--- src/rtl/rr_arbiter8.sv ---
// rr_arbiter8: eight-requester round-robin arbiter for one shared resource.
// The owner keeps the grant until it asserts done, drops its request, or
// has held the resource for MAX_HOLD consecutive cycles (0 = no limit).
// Outputs are registered. grant, grant_idx and grant_valid always update
// together.
//
// Handshake: req[i] is a level request. The requester owns the resource
// while grant[i] is high. done is sampled only while a grant is active and
// releases the current owner on the next clock edge.
module rr_arbiter8 #(
  parameter int MAX_HOLD = 15
) (
  input  logic       clk,
  input  logic       rst_n,
  input  logic [7:0] req,
  input  logic       done,
  output logic [7:0] grant,
  output logic [2:0] grant_idx,
  output logic       grant_valid,
  output logic       timeout
);

  localparam int CW = (MAX_HOLD < 1) ? 1 : $clog2(MAX_HOLD + 1);
  localparam logic [CW-1:0] HOLD_LAST = (MAX_HOLD == 0) ? '0 : CW'(MAX_HOLD - 1);
  localparam logic [CW-1:0] CNT_MAX   = '1;

  typedef enum logic {S_IDLE = 1'b0, S_GRANT = 1'b1} state_t;

  state_t        r_state;
  state_t        w_state_nxt;
  logic [2:0]    r_ptr;
  logic [CW-1:0] r_cnt;
  logic [7:0]    r_grant;
  logic [2:0]    r_grant_idx;
  logic          r_grant_valid;
  logic          r_timeout;

  logic [2:0]    w_search_ptr;
  logic [3:0]    w_win;
  logic          w_win_found;
  logic [2:0]    w_win_idx;
  logic          w_rel_done;
  logic          w_rel_drop;
  logic          w_rel_hold;
  logic          w_release;

  logic [7:0]    w_grant_nxt;
  logic [2:0]    w_grant_idx_nxt;
  logic          w_grant_valid_nxt;
  logic          w_timeout_nxt;
  logic [2:0]    w_ptr_nxt;
  logic [CW-1:0] w_cnt_nxt;

  // Scan r starting just after p, ascending with wrap; p itself is checked last.
  // Returns {found, index}.
  function automatic logic [3:0] find_winner(input logic [7:0] r, input logic [2:0] p);
    logic [3:0] res;
    logic [2:0] idx;
    res = '0;
    for (int k = 1; k <= 8; k++) begin
      idx = p + 3'(k);
      if (!res[3] && r[idx]) res = {1'b1, idx};
    end
    return res;
  endfunction

  // Release conditions and the winner search (from the owner on a release).
  always_comb begin
    w_rel_done   = done;
    w_rel_drop   = !req[r_grant_idx];
    w_rel_hold   = (MAX_HOLD != 0) && (r_cnt == HOLD_LAST);
    w_release    = (r_state == S_GRANT) && (w_rel_done || w_rel_drop || w_rel_hold);
    w_search_ptr = (r_state == S_GRANT) ? r_grant_idx : r_ptr;
    w_win        = find_winner(req, w_search_ptr);
    w_win_found  = w_win[3];
    w_win_idx    = w_win[2:0];
  end

  // State register.
  always_ff @(posedge clk or negedge rst_n) begin
    if (!rst_n) r_state <= S_IDLE;
    else        r_state <= w_state_nxt;
  end

  // Next-state logic.
  always_comb begin
    w_state_nxt = r_state;
    case (r_state)
      S_IDLE:  if (w_win_found) w_state_nxt = S_GRANT;
      S_GRANT: if (w_release && !w_win_found) w_state_nxt = S_IDLE;
      default: w_state_nxt = S_IDLE;
    endcase
  end

  // Output / datapath next values.
  always_comb begin
    w_grant_nxt       = r_grant;
    w_grant_idx_nxt   = r_grant_idx;
    w_grant_valid_nxt = r_grant_valid;
    w_timeout_nxt     = 1'b0;
    w_ptr_nxt         = r_ptr;
    w_cnt_nxt         = r_cnt;
    case (r_state)
      S_IDLE: begin
        if (w_win_found) begin
          w_grant_nxt       = 8'b1 << w_win_idx;
          w_grant_idx_nxt   = w_win_idx;
          w_grant_valid_nxt = 1'b1;
          w_cnt_nxt         = '0;
        end
      end
      S_GRANT: begin
        if (w_release) begin
          w_ptr_nxt     = r_grant_idx;
          // Only a pure hold-limit release counts as a timeout.
          w_timeout_nxt = w_rel_hold && !w_rel_done && !w_rel_drop;
          w_cnt_nxt     = '0;
          if (w_win_found) begin
            w_grant_nxt       = 8'b1 << w_win_idx;
            w_grant_idx_nxt   = w_win_idx;
            w_grant_valid_nxt = 1'b1;
          end else begin
            w_grant_nxt       = '0;
            w_grant_idx_nxt   = '0;
            w_grant_valid_nxt = 1'b0;
          end
        end else if (r_cnt != CNT_MAX) begin
          w_cnt_nxt = r_cnt + 1'b1;
        end
      end
      default: ;
    endcase
  end

  // Registered outputs, pointer and hold counter.
  always_ff @(posedge clk or negedge rst_n) begin
    if (!rst_n) begin
      r_grant       <= '0;
      r_grant_idx   <= '0;
      r_grant_valid <= 1'b0;
      r_timeout     <= 1'b0;
      r_ptr         <= 3'd7;
      r_cnt         <= '0;
    end else begin
      r_grant       <= w_grant_nxt;
      r_grant_idx   <= w_grant_idx_nxt;
      r_grant_valid <= w_grant_valid_nxt;
      r_timeout     <= w_timeout_nxt;
      r_ptr         <= w_ptr_nxt;
      r_cnt         <= w_cnt_nxt;
    end
  end

  assign grant       = r_grant;
  assign grant_idx   = r_grant_idx;
  assign grant_valid = r_grant_valid;
  assign timeout     = r_timeout;

endmodule
--- config.mk ---
export PLATFORM = sky130hd
export DESIGN_NAME = rr_arbiter8
export DESIGN_NICKNAME = d
export VERILOG_FILES = /design/src/rtl/rr_arbiter8.sv
export SDC_FILE = /design/constraint.sdc
export NUM_CORES = 1
export LEC_CHECK = 0
export ABC_CLOCK_PERIOD_IN_PS = 4400
export CORE_UTILIZATION = 50
export CTS_BUF_LIST = sky130_fd_sc_hd__clkbuf_16
export DETAILED_ROUTE_END_ITERATION = 7
export PLACE_DENSITY_LB_ADDON = 0.05
export SYNTH_ARGS = -nofsm -noshare
export SYNTH_HDL_FRONTEND = slang
export SYNTH_SLANG_ARGS = --single-unit
--- constraint.sdc ---
create_clock -name clk -period 4.4 [get_ports clk]
set_input_delay 0.66 -clock clk [delete_from_list [all_inputs] [get_ports clk]]
set_output_delay 0.66 -clock clk [all_outputs]
set_load 0.02 [all_outputs]
### After elaboration in Yosys (flattened, before gate mapping)

Cells that the tools add are included.

| operators by class | value |
|---|---|
| equal/unequal tests | 5 |
| magnitude comparators | 9 |
| muxes and demuxes | 47 |
| bitwise operators | 1 |
| $add $sub $neg | 8 |
| reduce and logical (&&, ||, !) cells | 26 |
| shift operators | 1 |

Operator list:

| operator | count |
|---|---|
| $mux W4 | 11 |
| $lt A3 B4 Y1 const B | 9 |
| $bmux W1 S3 | 9 |
| $mux W8 | 3 |
| $pmux W8 S2 | 1 |
| $mux W1 | 15 |
| $add A3 B3 Y3 const B | 4 |
| $mux W3 | 4 |
| $logic_and A1 B1 Y1 | 11 |
| $logic_not A1 Y1 | 10 |
| $pmux W4 S2 | 1 |
| $shl A1 B3 Y8 const A | 1 |
| $add A3 B2 Y3 const B | 2 |
| $pmux W3 S2 | 1 |
| $reduce_and A2 Y1 | 3 |
| $add A4 B1 Y4 const B | 1 |
| $eq A4 B4 Y1 const B | 1 |
| $ne A4 B4 Y1 const B | 1 |
| $pmux W1 S2 | 2 |
| $add A3 B1 Y3 const B | 1 |
| $ne A3 B1 Y1 const B | 1 |
| $logic_or A1 B1 Y1 | 2 |
| $ne A2 B1 Y1 const B | 1 |
| $ne A2 B2 Y1 const B | 1 |
| $not A1 Y1 | 1 |

| storage, ports and cells | value |
|---|---|
| output and inout port bits | 13 |
| bits of input ports | 11 |
| bits in registers | 21 |
| word-level logic and storage cells | 104 |

### Depth between registers and ports, before layout

Gate-level depths: netlist (run 1).

| logic depth | value |
|---|---|
| depth after elaboration | 30 |
| mapped depth | 14 |
| mapped depth without buffers | 11 |

### Worst setup path after synthesis (run 1)

OpenSTA, ideal clock, no wires.

| path | value |
|---|---|
| path type | register to register |
| start | register r_grant_idx[1] (netlist: grant_idx[1]) |
| end | register r_cnt[1] |
| period minus slack after synthesis | 3314 ps |
| required time | 4275 ps |
| setup slack | 1086 ps |
| arrival | 3189 ps |
| setup time | 125 ps |
| buffers on the path | 1 |
| cell stages (with the launch flop) | 11 |
| cell sequence | dfrtp_1 mux2i_1 buf_2 clkinv_1 ha_1 xnor2_1 mux4_2 and2_1 nor4b_4 a21oi_1 mux2_2 |

| on the way | value |
|---|---|
| cells in the longest elaborated chain, start to end | 28 |
| elaborated cells on any way between the ends | 57 |
| classes of those cells | 7 x add/sub; 2 x eq/ne; 29 x mux; 19 x reduce/logical |

Ends and longest elaborated chain:

| item | RTL line | text |
|---|---|---|
| start: declaration | 34 | `logic [2:0] r_grant_idx;` |
| start signal: assignment | 146 | `r_grant_idx <= w_grant_idx_nxt;` |
| $mux W3 | 73 | `w_search_ptr = (r_state == S_GRANT) ? r_grant_idx : r_ptr;` |
| $add A3 B1 Y3 | 61 | `idx = p + 3'(k);` |
| $bmux W1 S3 | 62 | `if (!res[3] && r[idx]) res = {1'b1, idx};` |
| $mux W1 (implied by the code) | 62 |  |
| $mux W4 | 62 |  |
| $logic_not A1 Y1 | 62 |  |
| $logic_and A1 B1 Y1 | 62 |  |
| $mux W4 | 62 |  |
| [12 not listed] | - |  |
| $logic_not A1 Y1 | 62 |  |
| $logic_and A1 B1 Y1 | 62 |  |
| $mux W4 | 62 |  |
| $logic_not A1 Y1 | 62 |  |
| $logic_and A1 B1 Y1 | 62 |  |
| $mux W4 | 62 |  |
| $ne A2 B2 Y1 (no source line) | - |  |
| $reduce_and A2 Y1 (no source line) | - |  |
| end signal: assignment | 150 | `r_cnt <= w_cnt_nxt;` |
| end: declaration | 32 | `logic [CW-1:0] r_cnt;` |

Parallel ways exist; a longest one is shown, timed or not. The select of a mux whose other input is x is not followed.
A chain may end at the register's enable or synchronous reset.

### Worst setup path in the final report (run 1)

| path | value |
|---|---|
| start | register r_state |
| end | register r_grant[0] (netlist: grant[0]) |

| on the way | value |
|---|---|
| cells in the longest elaborated chain, start to end | 30 |
| elaborated cells on any way between the ends | 56 |
| classes of those cells | 7 x add/sub; 2 x eq/ne; 1 x shift; 29 x mux; 1 x bitwise; 16 x reduce/logical |

Ends and longest elaborated chain:

| item | RTL line | text |
|---|---|---|
| start: declaration | 29 | `state_t r_state;` |
| start signal: assignment | 82 | `else r_state <= w_state_nxt;` |
| $mux W3 | 73 |  |
| $add A3 B1 Y3 | 61 |  |
| $bmux W1 S3 | 62 |  |
| $mux W1 (implied by the code) | 62 |  |
| $mux W4 | 62 |  |
| $logic_not A1 Y1 | 62 |  |
| $logic_and A1 B1 Y1 | 62 |  |
| $mux W4 | 62 |  |
| [14 not listed] | - |  |
| $mux W4 | 62 |  |
| $logic_not A1 Y1 | 62 |  |
| $logic_and A1 B1 Y1 | 62 |  |
| $mux W4 | 62 |  |
| $shl A1 B3 Y8 | 106, 119 |  |
| $mux W8 | 118 | `if (w_win_found) begin` |
| $mux W8 | 113 | `if (w_release) begin` |
| $pmux W8 S2 | 103 | `case (r_state)` |
| end signal: assignment | 145 | `r_grant <= w_grant_nxt;` |
| end: declaration | 33 | `logic [7:0] r_grant;` |

Parallel ways exist; a longest one is shown, timed or not. The select of a mux whose other input is x is not followed.

==> results of run 1 <==
## cell type report
cell class,count,area (um^2)
Inverter,7,28.78
Tap cell,48,60.06
Fill cell,324,1419
Timing Repair Buffer,26,252.7
Clock buffer,3,75.07
Clock inverter,1,5.005
Multi-Input combinational cell,166,1429
Sequential cell,21,529.3
## per-layer routing
metal	routed length, um	vias to the layer above	GRT usage
met5	0	-	0
met4	122	0	0.08424
met3	217	11	0.01552
met2	2578	64	0.4541
met1	2076	880	0.3315
li1	-	824	-
## logic make-up (layout without fill, tap and decap cells)
| logic type | count (synthesis) | after routing | synth area share |
|---|---|---|---|
| compound gates | 45 | 45 | 0.1631 |
| xor+xnor | 4 | 4 | 0.02085 |
| fa+ha+maj | 4 | 4 | 0.02453 |
| buf+inv | 13 | 37 | 0.04046 |
| flops | 21 | 21 | 0.2594 |
| mux | 41 | 41 | 0.3115 |
| simple gates | 72 | 72 | 0.1803 |
## how the worst max path moves through the flow
stage                  from       end  slack [ps]  cells after the start
2_1_floorplan  grant_idx[1]  r_cnt[1]        1090                     10
3_3_place_gp        r_state  grant[4]         840                      9
3_5_place_dp        r_state  grant[4]         770                      9
4_1_cts             r_state  grant[6]         730                      9
5_1_grt             r_state  grant[4]         390                      9
6_report            r_state  grant[0]         720                      9
## Yosys cell counts (all sizes together) (2+ instances only)
cell type,count,share of area
buf,5,0.025
ha,4,0.025
a32oi,2,0.0086
o41ai,4,0.017
o211ai,3,0.011
nand3,6,0.017
nand4,3,0.0092
inv,6,0.012
dfstp,3,0.039
a211oi,2,0.0074
mux2,15,0.086
nor3,5,0.012
mux4,12,0.13
and2,7,0.021
nand2,26,0.048
dfrtp,18,0.22
o21a,3,0.011
xnor2,2,0.012
o21ai,9,0.028
nor4b,2,0.016
nor2,14,0.026
o31ai,6,0.022
xor2,2,0.0086
mux2i,14,0.091
a21oi,7,0.017
nand2b,3,0.0092
## metrics by stage
stage                     cell area [um^2]  hold WS [ps]  setup WS (ps)  std cells    util
after global placement                2300         458.1          839.9        268  0.6054
final                                 2380         477.9          715.1        272  0.6265
after global routing                  2380         514.1          386.1        272  0.6265
after floorplan                       2041         364.4           1087        200       -
after CTS                             2380         481.2          729.5        272  0.6265
after detailed placement              2300         468.5          774.5        268  0.6054
## registers in the layout (all words and copies together), names as in the netlist
register     flops
grant            8
grant_idx        3
grant_valid      1
r_cnt            4
r_ptr            3
r_state          1
timeout          1
## critical path: cells and delay by family, from the launching register on
| kind | cells | cell delay [ps] |
|---|---|---|
| AO/OA/AOI/OAI | 4 | 1130 |
| adder cells (fa/ha/maj) | 1 | 560 |
| flip-flops | 1 | 580 |
| multiplexers | 3 | 1200 |
| AND/OR/NAND/NOR | 1 | 80 |
==> flow_metrics.env, run 1 <==
export IMPL_antenna_left=0
export IMPL_antenna_found_initial=0
export IMPL_max_freq_ghz=0.2714
export IMPL_worstSetupPathType="flop to flop"
export IMPL_grt_ovfl_total=0
export IMPL_dp_hpwl_mm=3.836
export IMPL_crit_top_cell="mux2i_4"
export IMPL_worst_pin_slew_ps=894.4
export IMPL_syn_num_nets=215
export IMPL_clock_skew_ps=2.530
export IMPL_drv_slew=0
export IMPL_hold_violations=0
export IMPL_viasPerCell=6.540
export IMPL_cts_sinks=21
export IMPL_cts_setup_buffers=0
export IMPL_drc=0
export IMPL_cts_buffer_depth=2
export IMPL_r2r_end="grant[0]"
export IMPL_root_buffer="clkbuf_16"
export IMPL_grt_pass1_vias=1670
export IMPL_numCtsBuffers=3
export IMPL_rsz0062_at_grt="no"
export IMPL_worstPathCellList="mux2i_4, ha_1, mux4_2, mux2i_4, nor2_1, o21ai_1, a32oi_1, o31a_1, o41ai_1"
export IMPL_syn_avg_cell_area_um2=10.20
export IMPL_core_area_um2=3799
export IMPL_area_growth_pct=16.62
export IMPL_tns_ps=0
export IMPL_critPathLaunchType="flop"
export IMPL_die_x_um=65.89
export IMPL_finalCriticalPeriod_ps=3685
export IMPL_reg2regPathDepth=9
export IMPL_dr_first_iter_drc_count=135
export IMPL_wire_per_inst_um=18.36
export IMPL_hold_path_class="flop to flop"
export IMPL_postCtsHoldBufs=0
export IMPL_cts_tree="built"
export IMPL_cp_max_fo=14
export IMPL_final_cell_mix="nand2_1, clkdlybuf4s50_1, dfrtp_1"
export IMPL_drt_first_pass_iters=4
export IMPL_ys_seq_area_frac=0.2594
export IMPL_period_share=0.8375
export IMPL_nNetsFinal=240
export IMPL_drt_wl_total_mm=4.995
export IMPL_cp_slowest_cell="dfrtp_1"
export IMPL_grt_start_max_net_pins=22
export IMPL_reg2reg_from="r_state"
export IMPL_drive_above_1_share=0.2054
export IMPL_setup_viol=0
export IMPL_synth_warnings=0
export IMPL_rows=22
export IMPL_grt_pass1_wl_mm=8.438
export IMPL_dieArea_um2=4341
export IMPL_synth_flop_cell="dfrtp_1"
export IMPL_n_antenna_cell=0
export IMPL_required_ps=4520
export IMPL_ys_types=56
export IMPL_vias=1779
export IMPL_synthArstFlopShare=1.000
export IMPL_clk_latency_ps=250
export IMPL_setup_worst_path_end_class="flop"
export IMPL_layout_commonest_cell="nand2_1"
export IMPL_start_util=0.5372
export IMPL_grt_use_total=0.2573
export IMPL_critPathMaxStageDelay_ps=580
export IMPL_cts_clk_slew_worst_paths_ps=50
export IMPL_syn_inst=200
export IMPL_status="complete, no violations"
export IMPL_maxCapViolCount=0
export IMPL_pin_count=24
export IMPL_hp_start="grant_valid"
export IMPL_die_h_um=65.89
export IMPL_synth_edf_count=0
export IMPL_rrSetupSlack_ps=720
export IMPL_slew_headroom=0.4018
export IMPL_port_buffers=23
export IMPL_crit_arrival_ps=3810
export IMPL_whs_path_depth=2
export IMPL_syn_area_um2=2041
export IMPL_ctsResizeCount=0
export IMPL_ys_ff_latch=21
export IMPL_htree_num_levels=1
export IMPL_min_to="grant_valid"
export IMPL_gp_congestion=0.8964
Power of run 1 is left out: the tool's default activity adds up to more than one toggle a clock period on the data nets, which glitch-free logic cannot reach.
==> inputs of run 2 (changes only) <==
--- a/config.mk
+++ b/config.mk
@@ -5,7 +5,7 @@
 export SDC_FILE = /design/constraint.sdc
 export NUM_CORES = 1
 export LEC_CHECK = 0
-export ABC_CLOCK_PERIOD_IN_PS = 4400
+export ABC_CLOCK_PERIOD_IN_PS = 3530
 export CORE_UTILIZATION = 50
 export CTS_BUF_LIST = sky130_fd_sc_hd__clkbuf_16
 export DETAILED_ROUTE_END_ITERATION = 7
==> constraint.sdc (replaced) <==
create_clock -name clk -period 3.53 [get_ports clk]
set_input_delay 0.5295 -clock clk [delete_from_list [all_inputs] [get_ports clk]]
set_output_delay 0.5295 -clock clk [all_outputs]
set_load 0.02 [all_outputs]
==> flow_metrics.env, run 2 (synthesized netlist as in run 1, its figures left out) <==
export IMPL_postCtsHoldBufs=0
export IMPL_grt_use_total=0.2527
export IMPL_wire_per_inst_um=17.58
export IMPL_drive_above_1_share=0.2371
export IMPL_pin_count=24
export IMPL_clk_latency_ps=250
export IMPL_viasPerCell=6.332
export IMPL_tns_ps=0
export IMPL_cts_clk_slew_worst_paths_ps=60
export IMPL_whs_ps=470.7
export IMPL_grt_pass1_wl_mm=8.431
export IMPL_area_growth_pct=19.74
export IMPL_hold_violations=0
export IMPL_fillers=295
export IMPL_dr_first_iter_drc_count=119
export IMPL_hold_path_class="flop to flop"
export IMPL_worst_pin_slew_ps=908.9
export IMPL_port_buffers=23
export IMPL_vias=1773
export IMPL_worstSetupPathType="flop to flop"
export IMPL_gp_congestion=0.9953
export IMPL_slew_headroom=0.3922
export IMPL_pre_cts_slack_ps=258.1
export IMPL_critPathLaunchType="flop"
export IMPL_max_freq_ghz=0.3066
export IMPL_die_h_um=65.89
export IMPL_cp_max_fo=10
export IMPL_required_ps=3670
export IMPL_setup_slack_ps=267.9
export IMPL_grt_ovfl_total=0
export IMPL_final_cell_mix="nand2_1, clkdlybuf4s50_1, dfrtp_1"
export IMPL_die_x_um=65.89
export IMPL_dieArea_um2=4341
export IMPL_cts_sinks=21
export IMPL_drc=0
export IMPL_finalCriticalPeriod_ps=3262
export IMPL_dp_hpwl_mm=3.870
export IMPL_htree_num_levels=1
export IMPL_grt_start_max_net_pins=22
export IMPL_largest_register_ffs=8
export IMPL_drv_slew=0
export IMPL_clock_skew_ps=3.045
export IMPL_grt_pass1_vias=1786
export IMPL_drt_wl_total_mm=4.923
export IMPL_nNetsFinal=248
export IMPL_antenna_found_initial=0
export IMPL_rsz0062_at_grt="no"
export IMPL_status="complete, no violations"
export IMPL_drt_first_pass_iters=4
export IMPL_root_buffer="clkbuf_16"
export IMPL_n_antenna_cell=0
export IMPL_antenna_left=0
export IMPL_start_util=0.5372
export IMPL_setup_worst_path_end_class="flop"
export IMPL_cts_buffer_depth=2
export IMPL_cts_tree="built"
export IMPL_maxCapViolCount=0
export IMPL_setup_viol=0
export IMPL_numCtsBuffers=3
export IMPL_layout_commonest_cell="nand2_1"
export IMPL_rows=22
export IMPL_period_share=0.9241
export IMPL_core_area_um2=3799
export IMPL_crit_arrival_ps=3400
## run 2: layout make-up
type	count	area, um^2	area share
clock buffers	3	75.07	0.03072
clock inverters	1	7.507	0.003072
inverters	7	28.78	0.01178
multi-input cells	166	1429	0.5847
flip-flops and latches	21	530.5	0.2171
well taps	48	60.06	0.02458
repair buffers	34	312.8	0.1280
## run 2: worst max-delay path: stages (launching register included)
cell	delay [ps]
dfrtp_2	470
mux2i_4	230
ha_1	530
buf_4	220
mux4_2	560
and2_1	240
nor4b_4	160
inv_2	130
o21ai_4	80
buf_4	160
o41ai_1	350
## run 2: path summary, 6_finish.rpt
check                               from      endpoint  slack, ps  cells after the start
max in group asynchronous          rst_n       r_state       2120                      1
worst min-delay path            grant[0]      grant[0]        470                      2
worst max-delay path             r_state      grant[6]        270                     10
worst max register to register   r_state      grant[6]        270                     10
min in group asynchronous          rst_n  grant_idx[2]        790                      1
worst min register to register  grant[0]      grant[0]        470                      2
## run 2: what timing repair did
item	4_1_cts	5_1_grt
endpoints found under the setup margin	0	4
setup buffers	0	2
gates resized for setup	0	1
## run 2: stage by stage
| stage | std cells | utilization | cell area, um^2 |
|---|---|---|---|
| CTS | 278 | 0.6390 | 2427 |
| global placement | 274 | 0.6173 | 2345 |
| floorplan | 200 | - | 2041 |
| global route | 280 | 0.6433 | 2444 |
| detailed placement | 274 | 0.6173 | 2345 |
| finish | 280 | 0.6433 | 2444 |
## run 2: layer usage
metal | track usage | share of wire | wire length (um) | vias up
met5 | 0 | 0 | 0 | -
met2 | 0.4605 | 0.51 | 2532 | 62
met3 | 0.01897 | 0.040 | 196 | 9
met1 | 0.3089 | 0.43 | 2106 | 865
li1 | - | - | - | 837
met4 | 0.08696 | 0.018 | 88 | 0
Power of run 2 is left out for the same reason.
